**src/rtl/mem_resp_ctrl.sv**
```systemverilog
`default_nettype none
// +--------------------------------------------------------------------------+
// | Module      : mem_resp_ctrl                                              |
// | Description : Memory-side responder for the load/store arbiter           |
// |               handshake. It accepts one read or write while enable_i is  |
// |               high and models a fixed-latency on-chip array. When the    |
// |               access completes it pulses done_o for one cycle. idle_o    |
// |               tells the arbiter that a new operation can be issued.      |
// | Option      : MEM_RESP_ERR_EN - when defined, an address with any bit    |
// |               above DEPTH_LOG2-1 set is out of range. Such an access     |
// |               raises err_o with done_o, its write is suppressed and its  |
// |               read returns 0. When undefined, err_o is 0 and the upper   |
// |               address bits alias.                                        |
// | Ports       : clk          system clock, rising edge                     |
// |               rst          asynchronous active-high reset                |
// |               enable_i     request from the arbiter, held until done     |
// |               rd_wrt_ca_i  1 = read, 0 = write (sampled with enable)     |
// |               addr_i       access address (sampled with enable)          |
// |               wdata_i      store data (sampled with enable)              |
// |               idle_o       a new operation can be accepted               |
// |               done_o       single-cycle completion pulse                 |
// |               rdata_o      read result, held until the next read         |
// |               err_o        address-range error, coincident with done_o   |
// | Revision    : 1.0 - initial release                                      |
// +--------------------------------------------------------------------------+
module mem_resp_ctrl #(
  parameter int ADDR_W     = 16,
  parameter int DATA_W     = 16,
  parameter int DEPTH_LOG2 = 8,
  parameter int LATENCY    = 4
) (
  input  logic              clk,
  input  logic              rst,
  input  logic              enable_i,
  input  logic              rd_wrt_ca_i,
  input  logic [ADDR_W-1:0] addr_i,
  input  logic [DATA_W-1:0] wdata_i,
  output logic              idle_o,
  output logic              done_o,
  output logic [DATA_W-1:0] rdata_o,
  output logic              err_o
);

  localparam int         c_DEPTH    = 1 << DEPTH_LOG2;
  // The counter holds the remaining BUSY cycles minus one, so the access
  // fires in the cycle where it reads zero.
  localparam logic [7:0] c_CNT_LOAD = 8'(LATENCY - 1);

  typedef enum logic [1:0] {
    ST_IDLE = 2'd0,
    ST_BUSY = 2'd1,
    ST_DONE = 2'd2
  } state_t;

  state_t              state_q, state_d;
  logic [7:0]          cnt_q, cnt_d;
  logic                rd_q, rd_d;
  logic [ADDR_W-1:0]   addr_q, addr_d;
  logic [DATA_W-1:0]   wdata_q, wdata_d;
  logic [DATA_W-1:0]   rdata_q, rdata_d;
  logic                err_q, err_d;

  logic [DATA_W-1:0]   mem_q [c_DEPTH];
  logic [DEPTH_LOG2-1:0] w_idx;
  logic                w_oor;
  logic                w_mem_we;

  assign w_idx = addr_q[DEPTH_LOG2-1:0];

`ifdef MEM_RESP_ERR_EN
  generate
    if (ADDR_W > DEPTH_LOG2) begin : g_oor
      assign w_oor = |addr_q[ADDR_W-1:DEPTH_LOG2];
    end else begin : g_no_oor
      assign w_oor = 1'b0;
    end
  endgenerate
`else
  // Upper address bits are ignored, so addresses alias onto the array.
  assign w_oor = 1'b0;
  generate
    if (ADDR_W > DEPTH_LOG2) begin : g_alias
      logic w_unused_upper;
      assign w_unused_upper = ^addr_q[ADDR_W-1:DEPTH_LOG2];
    end
  endgenerate
`endif

  always_ff @(posedge clk or posedge rst) begin
    if (rst) begin
      state_q <= ST_IDLE;
      cnt_q   <= '0;
      rd_q    <= 1'b0;
      addr_q  <= '0;
      wdata_q <= '0;
      rdata_q <= '0;
      err_q   <= 1'b0;
    end else begin
      state_q <= state_d;
      cnt_q   <= cnt_d;
      rd_q    <= rd_d;
      addr_q  <= addr_d;
      wdata_q <= wdata_d;
      rdata_q <= rdata_d;
      err_q   <= err_d;
    end
  end

  // Storage is not reset. A write fires only from the BUSY state, so an
  // asynchronous reset taken mid-operation cancels any pending write.
  always_ff @(posedge clk) begin
    if (w_mem_we) begin
      mem_q[w_idx] <= wdata_q;
    end
  end

  always_comb begin
    state_d  = state_q;
    cnt_d    = cnt_q;
    rd_d     = rd_q;
    addr_d   = addr_q;
    wdata_d  = wdata_q;
    rdata_d  = rdata_q;
    err_d    = 1'b0;
    w_mem_we = 1'b0;
    idle_o   = 1'b0;
    done_o   = 1'b0;

    case (state_q)
      ST_IDLE: begin
        idle_o = 1'b1;
        if (enable_i) begin
          rd_d    = rd_wrt_ca_i;
          addr_d  = addr_i;
          wdata_d = wdata_i;
          cnt_d   = c_CNT_LOAD;
          state_d = ST_BUSY;
        end
      end

      ST_BUSY: begin
        if (!enable_i) begin
          // The arbiter withdrew the request, so abort without side effects.
          state_d = ST_IDLE;
        end else if (cnt_q == 8'd0) begin
          state_d = ST_DONE;
          err_d   = w_oor;
          if (rd_q) begin
            rdata_d = w_oor ? '0 : mem_q[w_idx];
          end else begin
            w_mem_we = !w_oor;
          end
        end else begin
          cnt_d = cnt_q - 8'd1;
        end
      end

      ST_DONE: begin
        idle_o  = 1'b1;
        done_o  = 1'b1;
        state_d = ST_IDLE;
      end

      default: begin
        state_d = ST_IDLE;
        cnt_d   = '0;
        rdata_d = '0;
        err_d   = 1'b0;
      end
    endcase
  end

  assign rdata_o = rdata_q;
  assign err_o   = err_q;

endmodule
`default_nettype wire

```
**config.mk**
```make
export PLATFORM = sky130hd
export DESIGN_NAME = mem_resp_ctrl
export DESIGN_NICKNAME = d
export VERILOG_FILES = /design/src/rtl/mem_resp_ctrl.sv
export SDC_FILE = /design/constraint.sdc
export NUM_CORES = 2
export LEC_CHECK = 0
export BUFFER_PORTS_ARGS = -buffer_cell sky130_fd_sc_hd__buf_4
export CAP_MARGIN = 40
export CORE_MARGIN = 2
export CORE_UTILIZATION = 40
export CTS_CLUSTER_DIAMETER = 200
export DETAILED_ROUTE_END_ITERATION = 10
export GPL_ROUTABILITY_DRIVEN = 1
export SLEW_MARGIN = 20
export SYNTH_ARGS = -nofsm -noshare
export SYNTH_HDL_FRONTEND = slang
export SYNTH_SLANG_ARGS = --single-unit
export TNS_END_PERCENT = 10
```
**constraint.sdc**
```tcl
create_clock -name clk -period 5.6 [get_ports clk]
set_clock_uncertainty 0.2 [all_clocks]
set_input_delay 0 -clock clk [delete_from_list [all_inputs] [get_ports clk]]
set_output_delay 0 -clock clk [all_outputs]
set_load 0.01 [all_outputs]
```
==> results_dict.tcl <==
set metrics [dict create \
    outcome "finished clean" \
    die_area_um2 401700 \
    grt_max_degree 205 \
    synth-seq-area-share 0.7834 \
    synth-warning-count 0 \
    gp_congestion 0.8607 \
    final_nets 8230 \
    clkLatencyLatePin_ns 0.97 \
    grt_pass1_vias 78894 \
    multi_input_area_um2 32210 \
    critical_path.slowest_cell "nor2_1" \
    yosysTopAreaCell "edfxtp_1" \
    netlist_instances 7537 \
    die_x_um 633.8 \
    cts_tree "yes" \
    path_cells "inv_1 > ha_1 > or3b_2 > or3_4 > nor4_1 > nand2_1 > nor2_1 > buf_4" \
    crit_path_max_fanout 11 \
    stdcell_area_um2 182600 \
    detail-route-antenna-nets 0 \
    n_fill_cell 32762 \
    max_freq_ghz 0.2064 \
    vias_per_cell 5.785 \
    synth_nets 7575 \
    cp-end-kind "flip-flop" \
    ys_ff_latch 4147 \
    dp_hpwl_um 254700 \
    path_buf_inv 2 \
    swShare 0.2669 \
    ir_drop_v 0.0002785 \
    drv_slew 0 \
    relSlewSlack 0.2384 \
    path_class "flip-flop to flip-flop" \
    core_um2 395400 \
    period_share 0.8652 \
    synthesis.area_um2 158600 \
    drt_iter0_markers 9063 \
    clock_sinks 4147 \
    post-route-drc-count 0 \
    drive_gt1_frac 0.2373 \
    rsz0062_at_grt "no" \
    netlist.area_leader.share 0.7753 \
    root_buffer "clkbuf_16" \
    whs_ns 0.1415 \
    crit_family "simple AND/OR/NAND/NOR gates" \
    grt_pass1_wl_um 592400 \
    chipHeight_um 633.8 \
    place_inst 12943 \
    worstMarginPinSlew_ns 1.142 \
    cp-start-kind "flip-flop" \
    power_density_nw_per_um2 414.0 \
    switchingPower_mw 20.18 \
    overflow 0 \
    p_int_mw 55.43 \
    maxCapViolations 0 \
    p_comb_frac 0.161 \
    fp-row-count 231 \
    leakagePower_nw 58.59 \
    cts_resized 0 \
    clkPwrFrac 0.354 \
    setup_violations 0 \
    io_buffers 45 \
    synthDistinctLibCells 64 \
    critical_path_arrival_ns 5.30 \
    synth_ff_type "edfxtp_1" \
    finalHoldViolations 0 \
    seqCellArea_um2 124300 \
    placed_cell_area_um2 168700 \
    layout.cells.most_common "edfxtp_1" \
    async_flop_share 0.01230 \
    critPathRequiredTime_ns 6.05 \
    power.share.sequential 0.485 \
    cts_buffers 412 \
    clk_pin_slew_ns 0.07 \
    period_minus_slack_ns 4.845 \
    cpPeakStageDelay_ns 0.84 \
    ioPinCount 55 \
    wl_um 419000 \
    syn2layout_area_growth_pct 15.13 \
    vias 79705 \
    start_util 0.4012 \
    final_cell_mix "edfxtp_1, mux4_2, mux2i_1" \
    first_pass_iters 6 \
    hold_path_class "primary input to asynchronous set/reset pin" \
    syn_avg_cell_area_um2 21.05 \
    antenna_found_initial 22 \
    wl_per_cell_um 30.41 \
    synth_area_leaders "edfxtp_1, mux4_2, mux2i_1" \
    finalNonFillerCells 13778 \
    cts_max_level 5 \
    clk_path_buf_depth 4 \
    grt_usage 0.2055 \
    fin_util 0.4619 \
    synth-edff-count 4096 \
    setup_tns_ns 0 \
]
-- stage by stage --
stage               power [mW]  worst slack [ns]
global placement         49.14            0.7261
finish                   75.62            0.7548
global route             77.82            0.6771
detailed placement       49.48            0.7875
CTS                      76.04            0.7645
floorplan                44.34             1.416
-- power by group through the flow --
stage	registers, mW	logic [mW]	clock network [mW]
final	36.7	12.2	26.7
after global routing	36.7	12.8	28.3
after CTS	36.7	12.2	27.1
after detailed placement	37.4	12.1	0
after global placement	37.4	11.7	0
after floorplan	38.3	6.05	0
-- path summary, 6_finish.rpt --
kind | from | endpoint | slack [ns] | cells past startpoint
max in group asynchronous | rst | wdata_q[0]$_DFFE_PP0P_ | 4.26 | 5
hold / removal | rst | wdata_q[14]$_DFFE_PP0P_ | 0.14 | 5
setup reg to reg | cnt_q[0]$_DFFE_PP0P_ | mem_q[64][13]$_DFFE_PP_ | 0.75 | 8
setup / recovery | cnt_q[0]$_DFFE_PP0P_ | mem_q[64][13]$_DFFE_PP_ | 0.75 | 8
hold reg to reg | cnt_q[7]$_DFFE_PP0P_ | cnt_q[7]$_DFFE_PP0P_ | 0.35 | 2
min in group clk | enable_i | state_q[1]$_DFFE_PP0P_ | 0.16 | 6
-- registers in the layout, indices dropped and copies added, names as in the netlist --
| signal | count |
|---|---|
| addr_q | 8 |
| cnt_q | 8 |
| mem_q | 4096 |
| rd_q | 1 |
| rdata_o | 16 |
| state_q | 2 |
| wdata_q | 16 |
-- layer usage --
layer,GRT usage,part of all wire
met5,0,0.00016
met4,0.06554,0.033
met3,0.03811,0.085
met2,0.3391,0.49
met1,0.2765,0.39
-- kinds of logic after synthesis --
group                      count (synthesis)  synth area share
DFF                                     4147            0.7834
other                                      1        0.00002364
adders and majority gates                  2         0.0001577
muxes                                   1369            0.1449
xor gates and xnor gates                   5         0.0002760
buffers and inverters                    465           0.01454
and+or+nand+nor                          806           0.02368
AOI/OAI and AO/OA                        742           0.03308
-- cell type report --
type / count / share of cell area
repair buffers: 698 / 0.03545
flip-flops and latches: 4147 / 0.6809
well taps: 5242 / 0.03591
multi-input cells: 2925 / 0.1763
clock inverters: 236 / 0.01155
diodes: 6 / 0.00008221
inverters: 8 / 0.0001781
clock buffers: 516 / 0.05962
-- worst reg2reg max path, stage by stage (launching register included) --
cell,delay [ns]
dfrtp_1,0.43
inv_1,0.11
ha_1,0.17
or3b_2,0.49
or3_4,0.51
nor4_1,0.72
nand2_1,0.71
nor2_1,0.84
buf_4,0.35
-- synth_stat cells, types with 3 or more instances --
| master | count |
|---|---|
| buf_1 | 40 |
| nor3b_1 | 3 |
| a22oi_1 | 201 |
| nor2b_1 | 12 |
| buf_2 | 191 |
| a21oi_1 | 50 |
| a32oi_1 | 61 |
| nand3_1 | 153 |
| nand4b_1 | 4 |
| o22ai_1 | 189 |
| o211ai_1 | 30 |
| xnor2_1 | 4 |
| nand2_1 | 150 |
| edfxtp_1 | 4096 |
| nor4_1 | 33 |
| dfrtp_1 | 51 |
| nor2_1 | 311 |
| nand4_1 | 37 |
| nor4bb_1 | 3 |
| a221oi_1 | 66 |
| inv_1 | 8 |
| nor3_1 | 18 |
| mux2i_1 | 606 |
| and2_1 | 12 |
| or3_1 | 14 |
| nand2b_1 | 3 |
| mux2_2 | 24 |
| buf_6 | 25 |
| nand4bb_1 | 3 |
| and3_1 | 33 |
| a31oi_1 | 30 |
| clkbuf_1 | 167 |
| buf_4 | 33 |
| and2_0 | 4 |
| mux4_2 | 739 |
| a221o_1 | 30 |
| o21ai_0 | 69 |
-- repair_timing --
| item | CTS | global route |
|---|---|---|
| endpoints found under the hold margin | 110 | 0 |
| setup buffers | 0 | 0 |
| hold buffers | 65 | 0 |
Note: power is estimated with default switching activity, not from simulation.
